[src/rtl/muldiv_sequencer.sv]
// muldiv_sequencer: drives init/step enables of the iterative multiplier/divider
// and commits their result through the shared HI/LO write port.
module muldiv_sequencer #(
   parameter int ITER  = 32,
   parameter int CNT_W = 6
) (
   input  logic             clk,
   input  logic             reset,
   input  logic             mult_req,
   input  logic             div_req,
   input  logic             div_zero,
   output logic             mu_init,
   output logic             mu_step,
   output logic             du_init,
   output logic             du_step,
   output logic             hilo_write,
   output logic             hi_src,
   output logic             lo_src,
   output logic             busy,
   output logic             done,
   output logic             div_zero_exc,
   output logic [CNT_W-1:0] step_cnt
);
   typedef enum logic [2:0] {IDLE, INIT, RUN, WRITE, DONE, DZEXC} state_t;
   state_t           state, state_nx;
   logic             op, op_nx;
   logic [CNT_W-1:0] cnt_nx;
   logic             last;
   assign last = step_cnt == CNT_W'(ITER - 1);
   always_ff @(posedge clk or negedge reset)
      if (!reset) begin
         state    <= IDLE;
         op       <= 1'b0;
         step_cnt <= '0;
      end else begin
         state    <= state_nx;
         op       <= op_nx;
         step_cnt <= cnt_nx;
      end
   // A zero-divisor DIV never touches op, so hi_src keeps the last real result's source
   always_comb begin
      state_nx = state;
      op_nx    = op;
      cnt_nx   = step_cnt;
      case (state)
         IDLE:
            if (mult_req) begin
               state_nx = INIT;
               op_nx    = 1'b0;
            end else if (div_req) begin
               state_nx = div_zero ? DZEXC : INIT;
               op_nx    = div_zero ? op : 1'b1;
            end
         INIT: begin
            state_nx = RUN;
            cnt_nx   = '0;
         end
         RUN: begin
            state_nx = last ? WRITE : RUN;
            cnt_nx   = last ? '0 : step_cnt + CNT_W'(1);
         end
         WRITE:   state_nx = DONE;
         default: state_nx = IDLE;
      endcase
   end
   always_comb begin
      mu_init      = state == INIT && !op;
      du_init      = state == INIT && op;
      mu_step      = state == RUN && !op;
      du_step      = state == RUN && op;
      hilo_write   = state == WRITE;
      done         = state == DONE;
      div_zero_exc = state == DZEXC;
      busy         = state != IDLE;
      hi_src       = op;
      lo_src       = op;
   end
endmodule

[config.mk]
export PLATFORM = sky130hd
export DESIGN_NAME = muldiv_sequencer
export DESIGN_NICKNAME = d
export VERILOG_FILES = /design/src/rtl/muldiv_sequencer.sv
export SDC_FILE = /design/constraint.sdc
export NUM_CORES = 1
export LEC_CHECK = 0
export ABC_AREA = 1
export CAP_MARGIN = 15
export CELL_PAD_IN_SITES_DETAIL_PLACEMENT = 0
export CELL_PAD_IN_SITES_GLOBAL_PLACEMENT = 1
export CORE_AREA = 3 3 49 51
export DETAILED_ROUTE_END_ITERATION = 16
export DIE_AREA = 0 0 52 54
export PLACE_DENSITY = 0.84
export SYNTH_ARGS = -nofsm -noshare
export SYNTH_HDL_FRONTEND = slang
export SYNTH_SLANG_ARGS = --single-unit
[constraint.sdc]
create_clock -name clk -period 1.3 [get_ports clk]
set_input_delay 0.13 -clock clk [delete_from_list [all_inputs] [get_ports clk]]
set_output_delay 0.13 -clock clk [all_outputs]
set_load 0.03 [all_outputs]
; Yosys cells after proc, flatten, opt, wreduce, memory -nomap -nowiden
; Cells that the tools add are included.
[totals]
regBits = 10
inputBits = 5
[classes]
add_sub_neg = 1
eq_ne = 8
mux = 10
n_reduce_logical = 10
[ops]
columns = operator, n
row1 = 3-bit one-hot mux with 4 select lines, 1
row2 = 6-bit one-hot mux with 2 select lines, 1
row3 = 3-bit 2-to-1 mux, 3
row4 = "6-bit by 1-bit adder with 6-bit output, second input constant", 1
row5 = "3-bit by 2-bit equality test with 1-bit output, second input constant", 2
row6 = "3-bit equality test, second input constant", 2
row7 = "6-bit by 5-bit equality test with 1-bit output, second input constant", 1
row8 = 6-bit 2-to-1 mux, 1
row9 = 1-bit logical AND, 4
row10 = 1-bit 2-to-1 mux, 4
row11 = 2-bit nonzero test, 2
row12 = "3-bit by 1-bit equality test with 1-bit output, second input constant", 1
row13 = 3-bit zero test, 1
row14 = "3-bit inequality test, second input constant", 1
row15 = 3-bit AND reduction, 1
row16 = 3-bit nonzero test, 1
row17 = "2-bit inequality test, second input constant", 1
row18 = 1-bit zero test, 1

; Longest topological paths before layout
; Gate-level depths: netlist (run 1).
[logic_depth]
depth_word = 4
ltp_mapped = 7
ltp_nobuf = 7

; Worst setup path before layout (run 1)
; OpenSTA, ideal clock, no wires.
[synth_timing]
path_kind = register to register
startpoint = reg step_cnt[1]
endpoint = reg step_cnt[0]
setup_time_ns = 0.118
arrival_time_ns = 1.257
required_time_ns = 1.182
path_slack_ns = -0.075
stages_incl_launch_ff = 7
path_buffers = 0
synth_period_minus_slack_ns = 1.375
path_cell_list = dfrtp_1 ha_1 nand3_1 nor2_1 nor2_4 nand2_1 o21ai_2
[synth_between]
elab_chain_cells = 3
[synth_rtl]
columns = item, line
row1 = start: declaration, 22  ; output logic [CNT_W-1:0] step_cnt
row2 = start signal: assignment, 38  ; step_cnt <= cnt_nx;
row3 = 6-bit by 5-bit equality test with 1-bit output, 29  ; assign last = step_cnt == CNT_W'(ITER - 1);
row4 = 6-bit 2-to-1 mux, 60  ; cnt_nx = last ? '0 : step_cnt + CNT_W'(1);
row5 = 6-bit one-hot mux with 2 select lines, 45  ; case (state)
; Every way passes these cells.
; A chain may end at the register's enable or synchronous reset.

; Final worst setup path (run 1)
[layout_timing]
startpoint = reg state[0]
endpoint = out du_step
[layout_between]
elab_chain_cells = 2
[layout_rtl]
columns = item, line
row1 = start: declaration, 25  ; state_t state, state_nx;
row2 = start signal: assignment, 36  ; state <= state_nx;
row3 = 3-bit by 2-bit equality test with 1-bit output, 70  ; du_step = state == RUN && op;
row4 = 1-bit logical AND, 70
row5 = end: declaration, 15  ; output logic du_step,
; Every way passes these cells.

==> results.sh, run 1 <==
export IMPL_outcome="finished, violations left"
export IMPL_violations="setup timing"
export IMPL_place_congestion=0.7684
export IMPL_cts_made_buffers=3
export IMPL_layout_min_cycle_time_ns=1.352
export IMPL_layout_common_cells="nand2_1, buf_4, inv_1, dfrtp_1, dlygate4sd2_1"
export IMPL_crit_path_end_kind="output port"
export IMPL_critical_path_required_ns=1.17
export IMPL_final_common_cell="nand2_1"
export IMPL_num_io_pins=21
export IMPL_grt_max_degree=11
export IMPL_htree_levels=1
export IMPL_yosysWarningCount=0
export IMPL_max_slew_margin_pct=70.47
export IMPL_maxSlewViolCount=0
export IMPL_syn_nets=80
export IMPL_hold_viol=0
export IMPL_overflow=0
export IMPL_drc=0
export IMPL_die_y_um=54
export IMPL_rrSetupSlack_ns=0.03
export IMPL_post_drt_wl_per_cell_um=10.22
export IMPL_cts_hold_buf=0
export IMPL_path_class="reg2out"
export IMPL_postRouteAntennaNets=0
export IMPL_cts_root_buf="clkbuf_4"
export IMPL_fin_skew_ns=0.006730
export IMPL_syn_cell_area_um2=589.3
export IMPL_dieArea_um2=2808
export IMPL_insertedDiodeCount=0
export IMPL_clk_pin_slew_ns=0.06
export IMPL_first_global_vias=569
export IMPL_port_buffers=20
export IMPL_cp_arrival_ns=1.22
export IMPL_drive_above_1_share_pct=38.32
export IMPL_cap_violations=0
export IMPL_vdd_ir_drop_max_uv=1064
export IMPL_syn_inst=74
export IMPL_final_nets=115
export IMPL_grt_usage_pct=11.38
export IMPL_via_count=588
export IMPL_synth_seq_cells=10
export IMPL_cts_tree="done"
export IMPL_rsz0062_at_grt="yes"
export IMPL_stdcell_count=134
export IMPL_cts_buffer_depth=2
export IMPL_r2r_end="step_cnt[2]"
export IMPL_antenna_found_initial=0
export IMPL_grt_pass1_wl_mm=2.359
export IMPL_hold_path_class="in2async"
export IMPL_seq_area_frac_synth_pct=42.46
export IMPL_r2r_worst_path_cells=8
export IMPL_synth_area_per_cell_um2=7.964
export IMPL_drtPass1Iterations=3
export IMPL_fin_crit_sh_pct=104.0
export IMPL_fp_dieW_um=52
export IMPL_cp_start_kind="flip-flop"
export IMPL_fillers=194
export IMPL_drt_initial_drc_count=6
export IMPL_post_place_ws_ns=-0.06339
export IMPL_place_inst=128
export IMPL_vias_per_cell=4.388
export IMPL_p_per_area_nw_per_um2=2266
export IMPL_yosys_cell_types_count=23
export IMPL_num_rows=16
export IMPL_leakage_uw=0.0004755
export IMPL_crit_fanout=3
export IMPL_core_um2=1982
export IMPL_start_util_pct=29.73
export IMPL_worstReg2RegStart="state[0]"
export IMPL_syn2layout_area_growth_pct=61.78
export IMPL_cts_sinks=10
export IMPL_clock_latency_ns=0.26
export IMPL_timing_fmax_mhz=739.7
export IMPL_dp_final_hpwl_mm=1.039
export IMPL_worstMarginPinSlew_ns=0.4416
export IMPL_setup_slack_ns=-0.05199
export IMPL_setup_viol=4
export IMPL_totalWireLength_mm=1.370
area by class of cell:
cell class              instances  area, um^2  area share (%)
multi-input cells              52       317.8           33.33
repair buffers                 31       272.8           28.61
flip-flops and latches         10       252.7           26.51
inverters                      11       53.80           5.643
well taps                      27       33.78           3.543
clock buffers                   3       22.52           2.362
through the flow:
stage	hold WS (ns)	TNS, ns	instance area (um^2)	utilization (%)	total power (uW)
floorplan	-0.1656	0	591.8	-	1331
global placement	0.4762	-0.05977	860.8	43.43	1798
detailed placement	0.4777	-0.06339	860.8	43.43	1819
CTS	0.1939	-0.1957	943.4	47.60	2162
global route	0.1993	-0.6299	953.4	48.11	2316
finish	0.1801	-0.1392	953.4	48.11	2161
power by group:
part / internal [uW] / total (uW) / leakage [uW] / switching (uW)
logic: 578 / 1450 / 0.000332 / 877
clock network: 106 / 198 / 0.0000138 / 92.0
registers: 412 / 508 / 0.000130 / 95.3
total: 1100 / 2160 / 0.000476 / 1060
metal layers:
layer | track usage [%] | wire [um] | vias up
met5 | 0 | 0 | -
met4 | 5.240 | 24 | 0
met3 | 2.770 | 63 | 4
met2 | 19.25 | 679 | 17
met1 | 13.57 | 602 | 267
li1 | - | - | 300
cell families (layout without fill, tap and decap cells):
kind of cell / count (synthesis) / count (layout) / share of synthesized area [%]
flip-flops: 10 / 10 / 42.46
adder cells (fa/ha/maj): 1 / 1 / 2.123
AO/OA/AOI/OAI: 8 / 8 / 8.917
AND/OR/NAND/NOR: 41 / 41 / 34.82
XOR/XNOR: 2 / 2 / 2.973
buffers and inverters: 12 / 45 / 8.707
registers in the layout, summed over array words and instances, names as in the netlist:
signal,count
state,3
step_cnt,6
hi_src,1
timing repair:
item | in CTS | in global routing
cloned | 0 | 0
resized for setup | 26 | 5
pin swaps | 5 | 3
setup endpoints to repair | 16 | 15
setup buffers | 2 | 1
Yosys cell counts (all sizes together):
master	instances	share of area (%)
o21bai	1	1.3
nand3	6	8.1
nand2	21	15
nor3	3	3.4
xnor2	2	3.0
nor2	11	8.3
inv	11	7.4
buf	1	1.3
a21oi	1	0.85
ha	1	2.1
dfrtp	10	42
o21ai	5	5.5
o31ai	1	1.3
worst max path at each step:
| stage | from | end | slack (ns) | depth (start not counted) |
|---|---|---|---|---|
| floorplan | state[1] | div_zero_exc | 0.007 | 1 |
| global placement | state[1] | busy | -0.06 | 3 |
| detailed placement | state[1] | busy | -0.06 | 3 |
| CTS | state[0] | du_init | -0.06 | 6 |
| global route | state[0] | du_step | -0.12 | 5 |
| finish | state[0] | du_step | -0.05 | 5 |
worst max-delay path, stage by stage, from the launching register on:
cell	delay (ns)
dfrtp_1	0.40
buf_6	0.14
inv_6	0.07
nand3_4	0.10
nor2_2	0.13
buf_6	0.14
Power figures use the tool's default switching activity.
==> inputs of run 2 (changes only) <==
--- a/config.mk
+++ b/config.mk
@@ -9,9 +9,10 @@
 export CAP_MARGIN = 15
 export CELL_PAD_IN_SITES_DETAIL_PLACEMENT = 0
 export CELL_PAD_IN_SITES_GLOBAL_PLACEMENT = 1
-export CORE_AREA = 3 3 49 51
+export CORE_AREA = 2 2 48 50
+export CTS_CLUSTER_DIAMETER = 30
 export DETAILED_ROUTE_END_ITERATION = 16
-export DIE_AREA = 0 0 52 54
+export DIE_AREA = 0 0 50 52
 export PLACE_DENSITY = 0.84
 export SYNTH_ARGS = -nofsm -noshare
 export SYNTH_HDL_FRONTEND = slang
==> run 2 against run 1 <==
Compared with the run above: the run still ends with setup timing left; cell count up 3.0%; die area down 7.4%; global-route usage up 2.3 points; core utilization up 0.62 points; first-iteration DRC count up 50%; worst setup slack worse by 0.035 ns; wire length up 7.4%; combinational power up 20%; critical path type unchanged; count of clock-buffer cells in the layout up 1; clock power up 47%.
==> results.sh, run 2 (same netlist as run 1, synthesis figures left out) <==
export IMPL_outcome="finished, violations left"
export IMPL_violations="setup timing"
export IMPL_fin_skew_ns=0.002280
export IMPL_vdd_ir_drop_max_uv=1198
export IMPL_p_clk_share_pct=11.6
export IMPL_postRouteAntennaNets=0
export IMPL_fp_dieW_um=50
export IMPL_fin_util_pct=48.72
export IMPL_drive_above_1_share_pct=42.73
export IMPL_power_frac_seq_pct=19.2
export IMPL_grt_usage_pct=13.73
export IMPL_via_count=611
export IMPL_comb_power_share_pct=69.2
export IMPL_worstReg2RegStart="state[0]"
export IMPL_post_drt_wl_per_cell_um=10.67
export IMPL_clk_pin_slew_ns=0.07
export IMPL_totalWireLength_mm=1.472
export IMPL_layout_min_cycle_time_ns=1.387
export IMPL_path_class="reg2out"
export IMPL_clock_latency_ns=0.27
export IMPL_largest_reg_flops=6
export IMPL_syn2layout_area_growth_pct=74.10
export IMPL_layout_common_cells="nand2_1, buf_4, dfrtp_1, dlygate4sd2_1"
export IMPL_cp_arrival_ns=1.26
export IMPL_maxSlewViolCount=0
export IMPL_vias_per_cell=4.428
export IMPL_htree_levels=1
export IMPL_port_buffers=20
export IMPL_max_slew_margin_pct=68.46
export IMPL_dp_final_hpwl_um=996.8
export IMPL_num_rows=17
export IMPL_fin_crit_sh_pct=106.7
export IMPL_rrSetupSlack_ns=0.07
export IMPL_core_um2=2106
export IMPL_top_register="step_cnt"
export IMPL_grt_max_degree=11
export IMPL_setup_slack_ns=-0.08666
export IMPL_crit_fanout=5
export IMPL_num_io_pins=21
export IMPL_post_dp_cell_area_um2=862.1
export IMPL_fillers=204
export IMPL_p_sw_share_pct=46.83
export IMPL_setup_viol=7
export IMPL_final_nets=117
export IMPL_p_int_uw=1340
export IMPL_stdcell_area_um2=1026
export IMPL_worstMarginPinSlew_ns=0.4716
export IMPL_first_global_vias=605
export IMPL_drtPass1Iterations=4
export IMPL_overflow=0
export IMPL_critical_path_required_ns=1.17
export IMPL_cts_sinks=10
export IMPL_drt_initial_drc_count=9
export IMPL_cts_root_buf="clkbuf_4"
export IMPL_drc=0
export IMPL_place_inst=129
export IMPL_start_util_pct=27.99
export IMPL_cts_buffer_depth=2
export IMPL_hold_viol=0
export IMPL_place_congestion=0.7268
export IMPL_timing_fmax_mhz=721.2
export IMPL_cap_violations=0
export IMPL_antenna_found_initial=0
export IMPL_rsz0062_at_grt="yes"
export IMPL_cts_hold_buf=0
export IMPL_grt_pass1_wl_mm=2.649
export IMPL_die_y_um=52
export IMPL_final_common_cell="nand2_1"
export IMPL_p_per_area_nw_per_um2=2457
export IMPL_r2r_end="step_cnt[2]"
export IMPL_insertedDiodeCount=0
export IMPL_cts_tree="done"
export IMPL_stdcell_count=138
export IMPL_hold_path_class="in2async"
export IMPL_switchingPower_uw=1181
export IMPL_dieArea_um2=2600
export IMPL_leakage_uw=0.0005023
export IMPL_cp_start_kind="flip-flop"
export IMPL_worst_hold_slack_ns=0.1766
export IMPL_cts_made_buffers=3
export IMPL_crit_path_end_kind="output port"
export IMPL_r2r_worst_path_cells=8
-- run 2: cell types whose count changed in the layout (fill, tap and decap cells not counted), sizes merged --
cell	previous run	this run
clkbuf	3	4
buf	19	21
-- run 2: per-stage QoR --
stage          total power [uW]  TNS [ns]  setup slack, ns
6_report                   2521   -0.2647         -0.08666
5_1_grt                    2700   -0.7025          -0.1413
4_1_cts                    2271   -0.3216         -0.07995
3_5_place_dp               1838  -0.07186         -0.07186
3_3_place_gp               1817  -0.05836         -0.05836
2_1_floorplan              1331         0         0.006793
-- run 2: critical path: stages, from the launching register on --
cell	delay, ns
dfrtp_1	0.40
buf_6	0.15
nor2_4	0.11
nand2_2	0.08
nor2_1	0.09
buf_4	0.16
-- run 2: worst max-delay path by stage --
stage	from	endpoint	slack, ns
after floorplan	state[1]	div_zero_exc	0.007
after global placement	state[1]	busy	-0.06
after detailed placement	state[1]	busy	-0.07
after CTS	state[1]	busy	-0.08
after global routing	state[1]	du_init	-0.14
final	state[1]	du_init	-0.09
-- run 2: final cells by class --
type                            count  area [um^2]  share of cell area [%]
Clock buffer                        4        36.28                   3.537
Inverter                           11        58.81                   5.732
Multi-Input combinational cell     52        336.6                   32.81
Sequential cell                    10        252.7                   24.63
Tap cell                           28        35.03                   3.415
Timing Repair Buffer               33        306.5                   29.88
-- run 2: per-layer routing --
metal	vias to the layer above	wire length, um	global-route usage [%]
met3	4	75	2.874
met4	0	21	8.333
met1	284	597	14.95
met5	-	0	0
met2	18	778	24.34
li1	305	-	-
-- run 2: power by group through the flow --
stage	registers, uW	clock network, uW	logic (uW)
2_1_floorplan	626	0	705
3_3_place_gp	482	0	1340
3_5_place_dp	487	0	1350
4_1_cts	487	304	1480
5_1_grt	500	319	1880
6_report	485	291	1740
-- run 2: repair_timing --
| item | 4_1_cts | 5_1_grt |
|---|---|---|
| setup endpoints to repair | 16 | 12 |
| resized for setup | 25 | 15 |
| setup buffers | 3 | 3 |
| pin swaps | 2 | 1 |
